`config.mk`:
```
export PLATFORM = sky130hd
export DESIGN_NAME = inst_decode
export DESIGN_NICKNAME = d
export VERILOG_FILES = /design/src/rtl/rv32i_pkg.sv /design/src/rtl/inst_decode_imm.sv /design/src/rtl/inst_decode.sv
export SDC_FILE = /design/constraint.sdc
export NUM_CORES = 1
export LEC_CHECK = 0
export ABC_CLOCK_PERIOD_IN_PS = 7500
export CORE_MARGIN = 1
export CORE_UTILIZATION = 45
export CTS_BUF_LIST = sky130_fd_sc_hd__clkbuf_8 sky130_fd_sc_hd__clkbuf_16
export DETAILED_ROUTE_END_ITERATION = 8
export GPL_ROUTABILITY_DRIVEN = 0
export PLACE_DENSITY = 0.86
export SLEW_MARGIN = 20
export SYNTH_ARGS = -nofsm -noshare
export SYNTH_HDL_FRONTEND = slang
export SYNTH_HIERARCHICAL = 1
export SYNTH_SLANG_ARGS = --single-unit
```
`constraint.sdc`:
```
create_clock -name CLK -period 7.5 [get_ports CLK]
set_clock_uncertainty 0.1 [all_clocks]
set_input_delay 1.875 -clock CLK [delete_from_list [all_inputs] [get_ports CLK]]
set_output_delay 1.875 -clock CLK [all_outputs]
set_load 0.01 [all_outputs]
```
`src/rtl/rv32i_pkg.sv`:
```
// Shared RV32I opcode constants, immediate-format encoding and the decoded-field bundle.
package rv32i_pkg;

    localparam logic [6:0] OP_LOAD   = 7'h03;
    localparam logic [6:0] OP_STORE  = 7'h23;
    localparam logic [6:0] OP_BRANCH = 7'h63;
    localparam logic [6:0] OP_JAL    = 7'h6F;
    localparam logic [6:0] OP_JALR   = 7'h67;
    localparam logic [6:0] OP_OPIMM  = 7'h13;
    localparam logic [6:0] OP_OP     = 7'h33;
    localparam logic [6:0] OP_LUI    = 7'h37;
    localparam logic [6:0] OP_AUIPC  = 7'h17;
    localparam logic [6:0] OP_SYSTEM = 7'h73;

    // FMT_X marks an opcode outside the supported set: no immediate, no sources.
    typedef enum logic [2:0] {
        FMT_R,
        FMT_I,
        FMT_S,
        FMT_B,
        FMT_U,
        FMT_J,
        FMT_X
    } imm_fmt_e;

    typedef struct packed {
        logic [6:0]  opcode;
        logic [2:0]  funct3;
        logic [6:0]  funct7;
        logic [4:0]  rd;
        logic [4:0]  rs1;
        logic [4:0]  rs2;
        logic [31:0] imm;
        logic        rs1_use;
        logic        rs2_use;
    } dec_t;

    function automatic imm_fmt_e fmt_of(input logic [6:0] opcode);
        imm_fmt_e fmt;
        case (opcode)
            OP_LOAD, OP_OPIMM, OP_JALR, OP_SYSTEM: fmt = FMT_I;
            OP_STORE:                              fmt = FMT_S;
            OP_BRANCH:                             fmt = FMT_B;
            OP_LUI, OP_AUIPC:                      fmt = FMT_U;
            OP_JAL:                                fmt = FMT_J;
            OP_OP:                                 fmt = FMT_R;
            default:                               fmt = FMT_X;
        endcase
        return fmt;
    endfunction

endpackage

```
`src/rtl/inst_decode_imm.sv`:
```
// Combinational immediate extraction; every format sign-extends from inst_i[31].
module inst_decode_imm
    import rv32i_pkg::*;
(
    input  logic [31:0] inst_i,
    input  imm_fmt_e    fmt_i,
    output logic [31:0] imm_o
);

    always_comb begin
        imm_o = '0;
        case (fmt_i)
            FMT_I:   imm_o = {{20{inst_i[31]}}, inst_i[31:20]};
            FMT_S:   imm_o = {{20{inst_i[31]}}, inst_i[31:25], inst_i[11:7]};
            FMT_B:   imm_o = {{19{inst_i[31]}}, inst_i[31], inst_i[7], inst_i[30:25],
                              inst_i[11:8], 1'b0};
            FMT_U:   imm_o = {inst_i[31:12], 12'b0};
            FMT_J:   imm_o = {{11{inst_i[31]}}, inst_i[31], inst_i[19:12], inst_i[20],
                              inst_i[30:21], 1'b0};
            default: imm_o = '0;
        endcase
    end

endmodule

```
`src/rtl/inst_decode.sv`:
```
// Single registered RV32I decode stage with stall/flush control.
// Optional macro INST_DECODE_ILLEGAL_CHECK_EN enables the D_ILLEGAL encoding check.
module inst_decode
    import rv32i_pkg::*;
#(
    parameter logic [31:0] NOP_INST = 32'h0000_0013
) (
    input  logic        CLK,
    input  logic        RST,
    input  logic        STALL,
    input  logic        FLUSH,
    input  logic [31:0] PC,
    input  logic        INST_VALID,
    input  logic [31:0] INST,
    output logic        D_VALID,
    output logic [31:0] D_PC,
    output logic [31:0] D_INST,
    output logic [6:0]  D_OPCODE,
    output logic [2:0]  D_FUNCT3,
    output logic [6:0]  D_FUNCT7,
    output logic [4:0]  D_RD,
    output logic [4:0]  D_RS1,
    output logic [4:0]  D_RS2,
    output logic [31:0] D_IMM,
    output logic        D_RS1_USE,
    output logic        D_RS2_USE,
    output logic        D_ILLEGAL
);

    logic [31:0] sel_inst;
    imm_fmt_e    fmt;
    logic [31:0] imm;
    dec_t        dec_d;
    dec_t        dec_q;
    logic        valid_q;
    logic [31:0] pc_q;
    logic [31:0] inst_q;
    logic        load_en;

    // Reset, flush and bubbles all decode the NOP word, so one decoder covers every path.
    assign sel_inst = (RST || FLUSH || !INST_VALID) ? NOP_INST : INST;
    assign fmt      = fmt_of(sel_inst[6:0]);
    assign load_en  = RST || FLUSH || !STALL;

    inst_decode_imm u_imm (
        .inst_i (sel_inst),
        .fmt_i  (fmt),
        .imm_o  (imm)
    );

    always_comb begin
        dec_d         = '0;
        dec_d.opcode  = sel_inst[6:0];
        dec_d.funct3  = sel_inst[14:12];
        dec_d.funct7  = sel_inst[31:25];
        dec_d.rd      = (fmt == FMT_S || fmt == FMT_B) ? 5'd0 : sel_inst[11:7];
        dec_d.rs1     = sel_inst[19:15];
        dec_d.rs2     = sel_inst[24:20];
        dec_d.imm     = imm;
        dec_d.rs1_use = !(fmt == FMT_U || fmt == FMT_J || fmt == FMT_X);
        dec_d.rs2_use = (fmt == FMT_R || fmt == FMT_S || fmt == FMT_B);
    end

    always_ff @(posedge CLK) begin
        if (load_en) begin
            valid_q <= !RST && !FLUSH && INST_VALID;
            inst_q  <= sel_inst;
            dec_q   <= dec_d;
            // PC only advances with a real instruction; bubbles and flushes keep the last one.
            if (RST)
                pc_q <= '0;
            else if (!FLUSH && INST_VALID)
                pc_q <= PC;
        end
    end

`ifdef INST_DECODE_ILLEGAL_CHECK_EN
    logic       illegal_d;
    logic       illegal_q;
    logic [2:0] chk_f3;
    logic [6:0] chk_f7;

    assign chk_f3 = sel_inst[14:12];
    assign chk_f7 = sel_inst[31:25];

    always_comb begin
        illegal_d = 1'b0;
        case (sel_inst[6:0])
            OP_LOAD:   illegal_d = (chk_f3 == 3'b011) || (chk_f3 == 3'b110) || (chk_f3 == 3'b111);
            OP_STORE:  illegal_d = (chk_f3 > 3'b010);
            OP_BRANCH: illegal_d = (chk_f3 == 3'b010) || (chk_f3 == 3'b011);
            OP_JALR:   illegal_d = (chk_f3 != 3'b000);
            OP_OPIMM: begin
                if (chk_f3 == 3'b001)
                    illegal_d = (chk_f7 != 7'h00);
                else if (chk_f3 == 3'b101)
                    illegal_d = (chk_f7 != 7'h00) && (chk_f7 != 7'h20);
            end
            // funct7 0x20 is only meaningful for SUB and SRA.
            OP_OP:     illegal_d = !((chk_f7 == 7'h00) ||
                                     ((chk_f7 == 7'h20) && (chk_f3 == 3'b000 || chk_f3 == 3'b101)));
            OP_JAL, OP_LUI, OP_AUIPC, OP_SYSTEM: illegal_d = 1'b0;
            default:   illegal_d = 1'b1;
        endcase
    end

    always_ff @(posedge CLK) begin
        if (RST)
            illegal_q <= 1'b0;
        else if (load_en)
            illegal_q <= illegal_d;
    end

    assign D_ILLEGAL = illegal_q;
`else
    assign D_ILLEGAL = 1'b0;
`endif

    assign D_VALID   = valid_q;
    assign D_PC      = pc_q;
    assign D_INST    = inst_q;
    assign D_OPCODE  = dec_q.opcode;
    assign D_FUNCT3  = dec_q.funct3;
    assign D_FUNCT7  = dec_q.funct7;
    assign D_RD      = dec_q.rd;
    assign D_RS1     = dec_q.rs1;
    assign D_RS2     = dec_q.rs2;
    assign D_IMM     = dec_q.imm;
    assign D_RS1_USE = dec_q.rs1_use;
    assign D_RS2_USE = dec_q.rs2_use;

endmodule

```
======== After elaboration in Yosys (flattened, before gate mapping) ========
Cells that the tools add are included.
Widths: inputs -> output; s select.
storage, ports and cells
  register bits after elaboration ......... 131
  latch bits .............................. 0
  memory bits (writable) .................. 0
  memory bits (read-only) ................. 0
  input port bits ......................... 69
  memories kept ........................... 0
operators by class
  add/subtract/negate cells ............... 0
  multiply operators ...................... 0
  div/mod/pow operators ................... 0
  $lt $le $gt $ge ......................... 0
  equality and inequality tests ........... 16
  shift-type cells ........................ 0
  multiplexer cells ....................... 4
  bitwise operators ....................... 0
  reductions and logical operators ........ 21
operators by type and width
  cell                count
  $pmux 32 s5         1
  $mux 32             2
  $eq 7x7->1 const B  4
  $eq 7x6->1 const B  3
  $pmux 3 s6          1
  $eq 7x5->1 const B  2
  $eq 3x3->1 const B  3
  $logic_or 1x1->1    8
  $eq 7x2->1 const B  1
  $eq 3x2->1 const B  2
  $logic_not 1->1     5
  $reduce_or 4->1     1
  $eq 3x1->1 const B  1
  $logic_and 1x1->1   3
  $logic_not 3->1     1
  $reduce_and 2->1    1
  $reduce_bool 2->1   1
  $reduce_or 2->1     1

======== Depth between registers and ports, before layout ========
Gate-level depths: netlist (run 1).
  word-level depth ........................ 10
  depth in mapped cells ................... 11
  mapped depth without buffers ............ 7

======== Hierarchy ========
Netlist (run 1), hierarchy kept.
modules (own cells, without submodules)
  module           instances  cells an instance  area each (µm²)  seq. area each (µm²)
  inst_decode      1          236                4011.3           3123.0
  inst_decode_imm  1          66                 390.4            0.0

======== Worst setup path after synthesis (run 1) ========
Ideal clock, no wire load.
  kind .................................... in2reg
  from .................................... input port RST
  to ...................................... register dec_q, in the netlist D_FUNCT3[0] (enable)
  library setup time ...................... 0.433 ns
  arrival time ............................ 3.721 ns
  setup slack ............................. 3.247 ns
  stages .................................. 3
  cells stage by stage .................... clkbuf_1 nor2_1 nand2_1
on the way
  longest elaborated chain between the ends .. 2
ends and longest elaborated chain
  item                            RTL line           source
  from (decl)                     inst_decode.sv:9   input logic RST,
  $logic_or 1x1->1 (2 in series)  inst_decode.sv:43  assign load_en = RST || FLUSH || !STALL;
  net load_en                     inst_decode.sv:38  logic load_en;
  to (signal assigned)            inst_decode.sv:68  dec_q <= dec_d;
  to (decl)                       inst_decode.sv:34  dec_t dec_q;
The timed path passes the listed nets, and every way through them passes these cells.
A chain may end at the register's enable or synchronous reset.

==> summary.txt, run 1 <==
WL met1 = 3490 um
gr usage total = 19.4%
port bufs = 199
Post-DP HPWL = 7250 um
Synth warnings = 6
First-pass DRT Iterations = 4
post-DR wirelength/cell = 16.1 um
Antenna diodes = 0
Die Area = 0.0102 sq mm
htree depth = 3
Rows = 35
share of cells above drive strength 1 = 6.28%
Layout area overhead = 47.0%
initial antenna violation count = 0
final worst slack = 2.82 ns
Worst Path Max Fanout = 35
Die W = 101 um
WL final = 9760 um
TritonCTS Buffers = 9
TritonCTS Sinks = 104
max layer used = met4
placed cell area = 0.00629 sq mm
final setup vio count = 0
Slew Viols, Final = 0
mapped cell area = 0.00440 sq mm
Req. time, crit path = 7.48 ns
fillers = 659
Synth Instances = 302
Fin. Hold Viols = 0
initial core utilization = 47.0%
footprint of the multi-input gates = 980 sq um
largest net degree at the start of global routing = 73
WL met2 = 4850 um
postcts setup bufs = 0
Yosys cell types = 40
Pleak = 2.43 nW
fin crit period = 4.68 ns
sequential fraction of the synthesis area = 70.9%
number of hold buffers added after CTS = 0
Hold Crit Class = input pin to register
Via Count = 2,968
antenna-violating nets left = 0
Critical Path Source Type = input pin
Max transition margin = 32.5%
Avg Cell Area, Syn = 14.6 sq um
final period utilization = 62.4%
vias in the first global route = 2,930
setup_tns = 0 ns
status = finished, final reports clean
met3 routed WL = 1280 um
flip-flop and latch area = 0.00312 sq mm
Critical Path End Type = register
Max Clk Rate = 214 MHz
clock buffer depth = 2
syn_nets = 371
initial drt markers = 121
first-pass GRT wire length = 14,700 um
CTS resizes = 0
io pins = 201
max_cap viols = 0
slew at the pin with the worst max-slew slack = 1.00 ns
Setup CP Type = input pin to register
overall die height = 101 um
VDD IR-drop max = 0.000136 V
Post-Layout Inst Area = 0.00647 sq mm
WHS = 2.08 ns
Vias/cell = 4.89
worst slack, placed = 2.43 ns
CP arrival = 4.66 ns
Layout Cells excl Fill = 607
DRC viols = 0
CORE AREA = 0.00937 sq mm
overflow left after global routing = 0
Placed Cells = 591
PD cells = 190 mW/mm^2
Reg clk slew, reported paths = 0.11 ns
CTS tree = yes
Yosys reg bits = 104
post-layout net count = 542
clock root buffer = clkbuf_8
RSZ-0062 raised after global routing = false
## placed cells by master (no fill, tap or decap), drive strengths merged
cell type      synthesis  final
a2111oi                2      2
a21o                   8      8
a21oi                  3      3
a22o                   3      3
a311oi                 1      1
a31o                   1      1
a41oi                  1      1
and2                  39     39
and2b                  4      4
and4bb                 1      1
buf                   36      2
clkbuf                 5      9
clkdlybuf4s50          0    199
clkinv                 1      3
clkinvlp               0      1
conb                   1      1
edfxtp               104    104
inv                    2      6
nand2                 19     19
nand2b                 5      5
nand3                  1      1
nand4                  1      1
nand4b                 1      1
nor2                   7      7
nor2b                 33     33
nor3b                  2      2
o21a                   1      1
o21ai                 14     14
o22a                   1      1
o31ai                  1      1
or2                    2      2
or3b                   2      2
## where the power goes
part	switching (mW)	leakage (nW)	internal [mW]	total, mW
combinational	0.0822	1.20	0.125	0.207
sequential	0.0144	1.13	0.684	0.698
clock	0.200	0.0925	0.127	0.327
## final timing paths
check	slack (ns)	to	cells after the start	from
worst max-delay path	2.82	D_IMM[23]	10	RST
worst min-delay path	2.08	D_PC[24]	2	PC[24]
## sequential cells by signal (all words and copies together) (netlist names)
| signal | count |
|---|---|
| D_FUNCT3 | 2 |
| D_FUNCT7 | 7 |
| D_IMM | 32 |
| D_INST | 9 |
| D_OPCODE | 6 |
| D_PC | 32 |
| D_RD | 5 |
| D_RS1 | 4 |
| D_RS1_USE | 1 |
| D_RS2 | 4 |
| D_RS2_USE | 1 |
| D_VALID | 1 |
## logic make-up (layout without fill, tap and decap cells)
group,count (synthesis),in the layout,share of synthesized area (%)
AND/OR/NAND/NOR,117,117,16.3
flip-flops,104,104,70.9
AO/OA/AOI/OAI,36,36,5.60
other,1,1,0.0852
buffers and inverters,44,220,7.08
## stage by stage
stage	util, %	power [mW]
2_1_floorplan	-	0.787
3_3_place_gp	67.1	0.916
3_5_place_dp	67.1	0.920
4_1_cts	69.0	1.24
5_1_grt	69.0	1.28
6_report	69.0	1.23
## final cells by class
class,count,share of cell area [%]
clock inverters,7,0.909
well taps,129,2.49
repair buffers,201,31.0
flip-flops and latches,104,48.3
multi-input cells,154,15.1
clock buffers,9,1.91
inverters,3,0.251
## Yosys cell counts
master | instances | share of area [%]
a2111oi_1 | 1 | 0.23
a2111oi_2 | 1 | 0.34
a21o_1 | 8 | 1.4
a21oi_1 | 3 | 0.34
a22o_1 | 3 | 0.60
a311oi_1 | 1 | 0.20
a31o_2 | 1 | 0.20
a41oi_1 | 1 | 0.20
and2_1 | 39 | 5.5
and2b_1 | 4 | 0.68
and4bb_2 | 1 | 0.28
buf_12 | 1 | 0.45
buf_2 | 4 | 0.45
buf_4 | 30 | 5.1
buf_6 | 1 | 0.26
clkbuf_1 | 5 | 0.43
clkinv_4 | 1 | 0.20
conb_1 | 1 | 0.085
edfxtp_1 | 104 | 71
inv_1 | 2 | 0.17
nand2_1 | 19 | 1.6
nand2b_1 | 5 | 0.71
nand3_1 | 1 | 0.11
nand4_4 | 1 | 0.48
nand4b_1 | 1 | 0.20
nor2_1 | 7 | 0.60
nor2b_1 | 31 | 4.4
nor2b_2 | 1 | 0.20
nor2b_4 | 1 | 0.31
nor3b_1 | 1 | 0.17
nor3b_2 | 1 | 0.28
o21a_1 | 1 | 0.17
o21ai_0 | 11 | 1.3
o21ai_1 | 3 | 0.34
o22a_1 | 1 | 0.20
o31ai_1 | 1 | 0.17
or2_1 | 1 | 0.14
or2_2 | 1 | 0.14
or3b_1 | 1 | 0.20
or3b_2 | 1 | 0.20
## worst max-delay path, stage by stage
cell and delay [ns]:
clkdlybuf4s50_1 0.46, buf_4 0.30, or3b_1 0.35, clkinv_4 0.28, nand4_4 0.20, o31ai_2 0.08, buf_4 0.22, nor2b_4 0.16
o21ai_1 0.50, o21ai_0 0.21
## routing by layer
| layer | GRT usage, % | vias up |
|---|---|---|
| met2 | 33.7 | 182 |
| met5 | 0 | - |
| li1 | - | 1376 |
| met3 | 8.81 | 13 |
| met1 | 21.0 | 1397 |
| met4 | 6.91 | 0 |
Power figures use the tool's default switching activity.
==> run 2, diff against run 1 <==
ABC_CLOCK_PERIOD_IN_PS = 3900   (was 7500)
CORE_UTILIZATION = 38   (was 45)
PLACE_DENSITY = 0.77   (was 0.86)
clock period = 3.9 ns   (was 7.5 ns; I/O delays follow)
==> summary.txt, run 2 (synthesis results as in run 1) <==
Fin. Hold Viols = 0
Clock power frac = 33.4%
CTS tree = yes
Power Total = 2.63 mW
post-DR wirelength/cell = 16.5 um
initial drt markers = 149
PD cells = 395 mW/mm^2
CTS resizes = 0
number of hold buffers added after CTS = 0
Critical Path End Type = register
TritonCTS Buffers = 9
P_sw = 573 uW
overflow left after global routing = 0
Critical Path Source Type = input pin
RSZ-0062 raised after global routing = false
VDD IR-drop max = 0.000262 V
port bufs = 199
Die Area = 0.0120 sq mm
switching share of power = 21.8%
slew at the pin with the worst max-slew slack = 0.761 ns
crit-path cells = clkdlybuf4s50_1 -> nand2b_1 -> a2111oi_1 -> o31ai_2 -> buf_4 -> nand2b_1 -> a311oi_1 -> a31o_2
WL met1 = 4050 um
first-pass GRT wire length = 14,900 um
Antenna diodes = 0
Max Clk Rate = 300 MHz
slowest cell delay on critical path = 0.74 ns
antenna-violating nets left = 0
Reg clk slew, reported paths = 0.07 ns
final period utilization = 85.4%
initial antenna violation count = 0
Setup CP Type = input pin to register
TritonCTS Sinks = 104
share of cells above drive strength 1 = 7.01%
postcts setup bufs = 0
Combinational Power Share = 15.4%
Slew Viols, Final = 0
Layout area overhead = 51.2%
post-layout net count = 549
Post-DP HPWL = 7760 um
htree depth = 3
CP arrival = 3.43 ns
Rows = 38
Req. time, crit path = 4.00 ns
setup_tns = 0 ns
clock buffer depth = 2
Via Count = 2,958
Vias/cell = 4.73
CP max stage cell = a2111oi_1
max_cap viols = 0
WL final = 10,300 um
share of total power in sequential cells = 51.2%
fin util = 60.1%
CORE AREA = 0.0111 sq mm
final setup vio count = 0
most frequent cells in the layout = 199 x clkdlybuf4s50_1, 104 x edfxtp_1, 39 x and2_1, 31 x nor2b_1, 18 x nand2_1
Max transition margin = 49.1%
Worst Path Max Fanout = 12
fillers = 887
clock root buffer = clkbuf_16
cell mode on critical path = nand2b_1
Die W = 110 um
First-pass DRT Iterations = 4
status = finished, final reports clean
fin crit period = 3.33 ns
met3 routed WL = 1170 um
max layer used = met4
io pins = 201
largest net degree at the start of global routing = 41
Pint = 2.05 mW
initial core utilization = 39.7%
Pleak = 2.52 nW
vias in the first global route = 2,878
overall die height = 110 um
DRC viols = 0
gr usage total = 16.9%
WL met2 = 4990 um
most common cell after layout, fill and taps aside = clkdlybuf4s50_1
Hold Crit Class = input pin to register
run 2: cell count changes in the layout (fill, tap and decap cells not counted), moves of 2 or more:
cell       delta
clkbuf_16     +9
inv_1         +2
clkbuf_8      -9
buf_4         +6
inv_6         -2
run 2: layout make-up:
type                    instances  area [sq um]  area share, %
repair buffers                208          2070           31.1
clock inverters                 7          63.8          0.959
flip-flops and latches        104          3120           46.9
clock buffers                   9           225           3.38
well taps                     140           175           2.63
multi-input cells             154           980           14.7
inverters                       3          16.3          0.244
run 2: power by group through the flow:
| stage | clock, mW | combinational, mW | sequential, mW |
|---|---|---|---|
| after floorplan | 0 | 0.103 | 1.41 |
| after global placement | 0 | 0.404 | 1.37 |
| after detailed placement | 0 | 0.407 | 1.37 |
| after CTS | 0.892 | 0.409 | 1.35 |
| after global routing | 0.934 | 0.432 | 1.35 |
| final | 0.877 | 0.405 | 1.34 |
run 2: metal layers:
metal	up-vias	track usage (%)
met5	-	0
met4	0	4.86
met3	6	7.05
met2	158	29.3
met1	1402	19.1
li1	1392	-
run 2: path summary, 6_finish.rpt:
kind	startpoint	endpoint	slack (ns)	depth (start not counted)
worst max-delay path	INST[6]	D_IMM[11]	0.57	8
worst min-delay path	PC[24]	D_PC[24]	1.20	2
run 2: critical path, delay by kind of cell:
| family | cells | cell delay, ns |
|---|---|---|
| AOI/OAI and AO/OA | 4 | 1.39 |
| and+or+nand+nor | 2 | 0.24 |
| buffers and inverters | 2 | 0.83 |
run 2: metrics by stage:
stage / area, sq um / std cells / hold slack (ns) / setup slack (ns)
finish: 6660 / 625 / 1.20 / 0.570
global route: 6660 / 625 / 1.19 / 0.439
CTS: 6660 / 625 / 1.19 / 0.600
detailed placement: 6370 / 609 / 1.54 / 0.251
global placement: 6370 / 609 / 1.53 / 0.363
floorplan: 4400 / 302 / 1.05 / 0.547
==> run 3, diff against run 2 <==
==> constraint.sdc (replaced) <==
create_clock -name CLK -period 3.9 [get_ports CLK]
set_clock_uncertainty 0.1 [all_clocks]
set_input_delay 0.975 -clock CLK [delete_from_list [all_inputs] [get_ports CLK]]
set_output_delay 0.975 -clock CLK [all_outputs]
set_load 0.1 [all_outputs]
==> summary.txt, run 3 (synthesis results as in run 1) <==
post-DR wirelength/cell = 16.5 um
Pleak = 2.54 nW
Critical Path End Type = register
RSZ-0062 raised after global routing = false
Power Total = 3.35 mW
Hold Crit Class = input pin to register
clock root buffer = clkbuf_16
most frequent cells in the layout = 197 x clkdlybuf4s50_1, 104 x edfxtp_1, 39 x and2_1, 31 x nor2b_1, 18 x nand2_1
first-pass GRT wire length = 15,600 um
final setup vio count = 0
io pins = 201
CORE AREA = 0.0111 sq mm
htree depth = 3
Hold Path Depth = 2
setup_tns = 0 ns
Worst Path Max Fanout = 11
Fin. Hold Viols = 0
largest net degree at the start of global routing = 40
flip-flop and latch area = 0.00312 sq mm
Layout area overhead = 51.6%
port bufs = 199
share of total power in sequential cells = 40.2%
Critical Path Source Type = input pin
Slew Viols, Final = 0
Req. time, crit path = 3.95 ns
antenna-violating nets left = 0
First-pass DRT Iterations = 4
Combinational Power Share = 31.9%
CTS resizes = 0
DRC viols = 0
Max Clk Rate = 309 MHz
Rows = 38
max_cap viols = 0
P_sw = 1.23 mW
Max transition margin = 32.3%
Antenna diodes = 0
most common cell after layout, fill and taps aside = clkdlybuf4s50_1
Vias/cell = 4.72
number of hold buffers added after CTS = 0
Setup CP Type = input pin to register
gr usage total = 18.0%
WL final = 10,300 um
Clock power frac = 27.9%
Post-DP HPWL = 7860 um
CP arrival = 3.29 ns
slew at the pin with the worst max-slew slack = 1.01 ns
vias in the first global route = 2,928
fillers = 909
share of cells above drive strength 1 = 7.84%
VDD IR-drop max = 0.000236 V
clock buffer depth = 2
initial drt markers = 150
footprint of the multi-input gates = 980 sq um
postcts setup bufs = 0
WHS = 1.19 ns
placed cell area = 0.00636 sq mm
PD cells = 502 mW/mm^2
TritonCTS Buffers = 9
CTS tree = yes
Post-Layout Inst Area = 0.00667 sq mm
overall die height = 110 um
Die W = 110 um
Reg clk slew, reported paths = 0.07 ns
fin crit period = 3.24 ns
status = finished, final reports clean
switching share of power = 36.8%
Via Count = 2,947
TritonCTS Sinks = 104
final period utilization = 83.1%
Pint = 2.11 mW
overflow left after global routing = 0
initial antenna violation count = 0
post-layout net count = 549
initial core utilization = 39.7%
Die Area = 0.0120 sq mm
[run 3: cell count changes in the layout (fill, tap and decap cells not counted)]
cell and change:
clkinv_1 -1, clkinv_2 +2, buf_4 +2, inv_6 -1
clkdlybuf4s50_1 -2, inv_1 -1, bufinv_16 +1
[run 3: per-stage QoR]
step                worst slack [ns]  instances  util [%]
detailed placement             0.287        609      57.4
floorplan                      0.547        302         -
CTS                            0.644        625      60.2
global route                   0.471        625      60.2
global placement               0.364        609      57.4
finish                         0.660        625      60.2
[run 3: final cells by class]
type / count / area share (%)
inverters: 3 / 0.244
clock buffers: 9 / 3.37
flip-flops and latches: 104 / 46.8
multi-input cells: 154 / 14.7
well taps: 140 / 2.62
clock inverters: 7 / 1.31
repair buffers: 208 / 31.0
[run 3: worst paths after layout]
path        end  startpoint
max   D_IMM[26]     INST[6]
min    D_PC[24]      PC[24]
[run 3: worst max-delay path, cell delays in order]
cell and delay (ns):
clkdlybuf4s50_1 0.53, or3b_2 0.51, a2111oi_2 0.40, o31ai_2 0.13
buf_4 0.19, nor2b_2 0.20, o21ai_1 0.08, buf_4 0.18
o21ai_0 0.11
[run 3: power by group through the flow]
stage / combinational [mW] / clock [mW] / sequential, mW
finish: 1.07 / 0.935 / 1.34
global placement: 1.07 / 0 / 1.37
detailed placement: 1.07 / 0 / 1.37
floorplan: 0.227 / 0 / 1.95
global route: 1.10 / 1.00 / 1.35
CTS: 1.07 / 0.958 / 1.35
[run 3: layer usage]
metal  track usage, %  vias up  wire [um]  share of wire [%]
li1                 -     1396          -                  -
met1             20.0     1369       3850                 37
met2             30.5      171       4970                 48
met3             8.06       11       1340                 13
met4             6.29        0        140                1.4
met5                0        -          0                  0
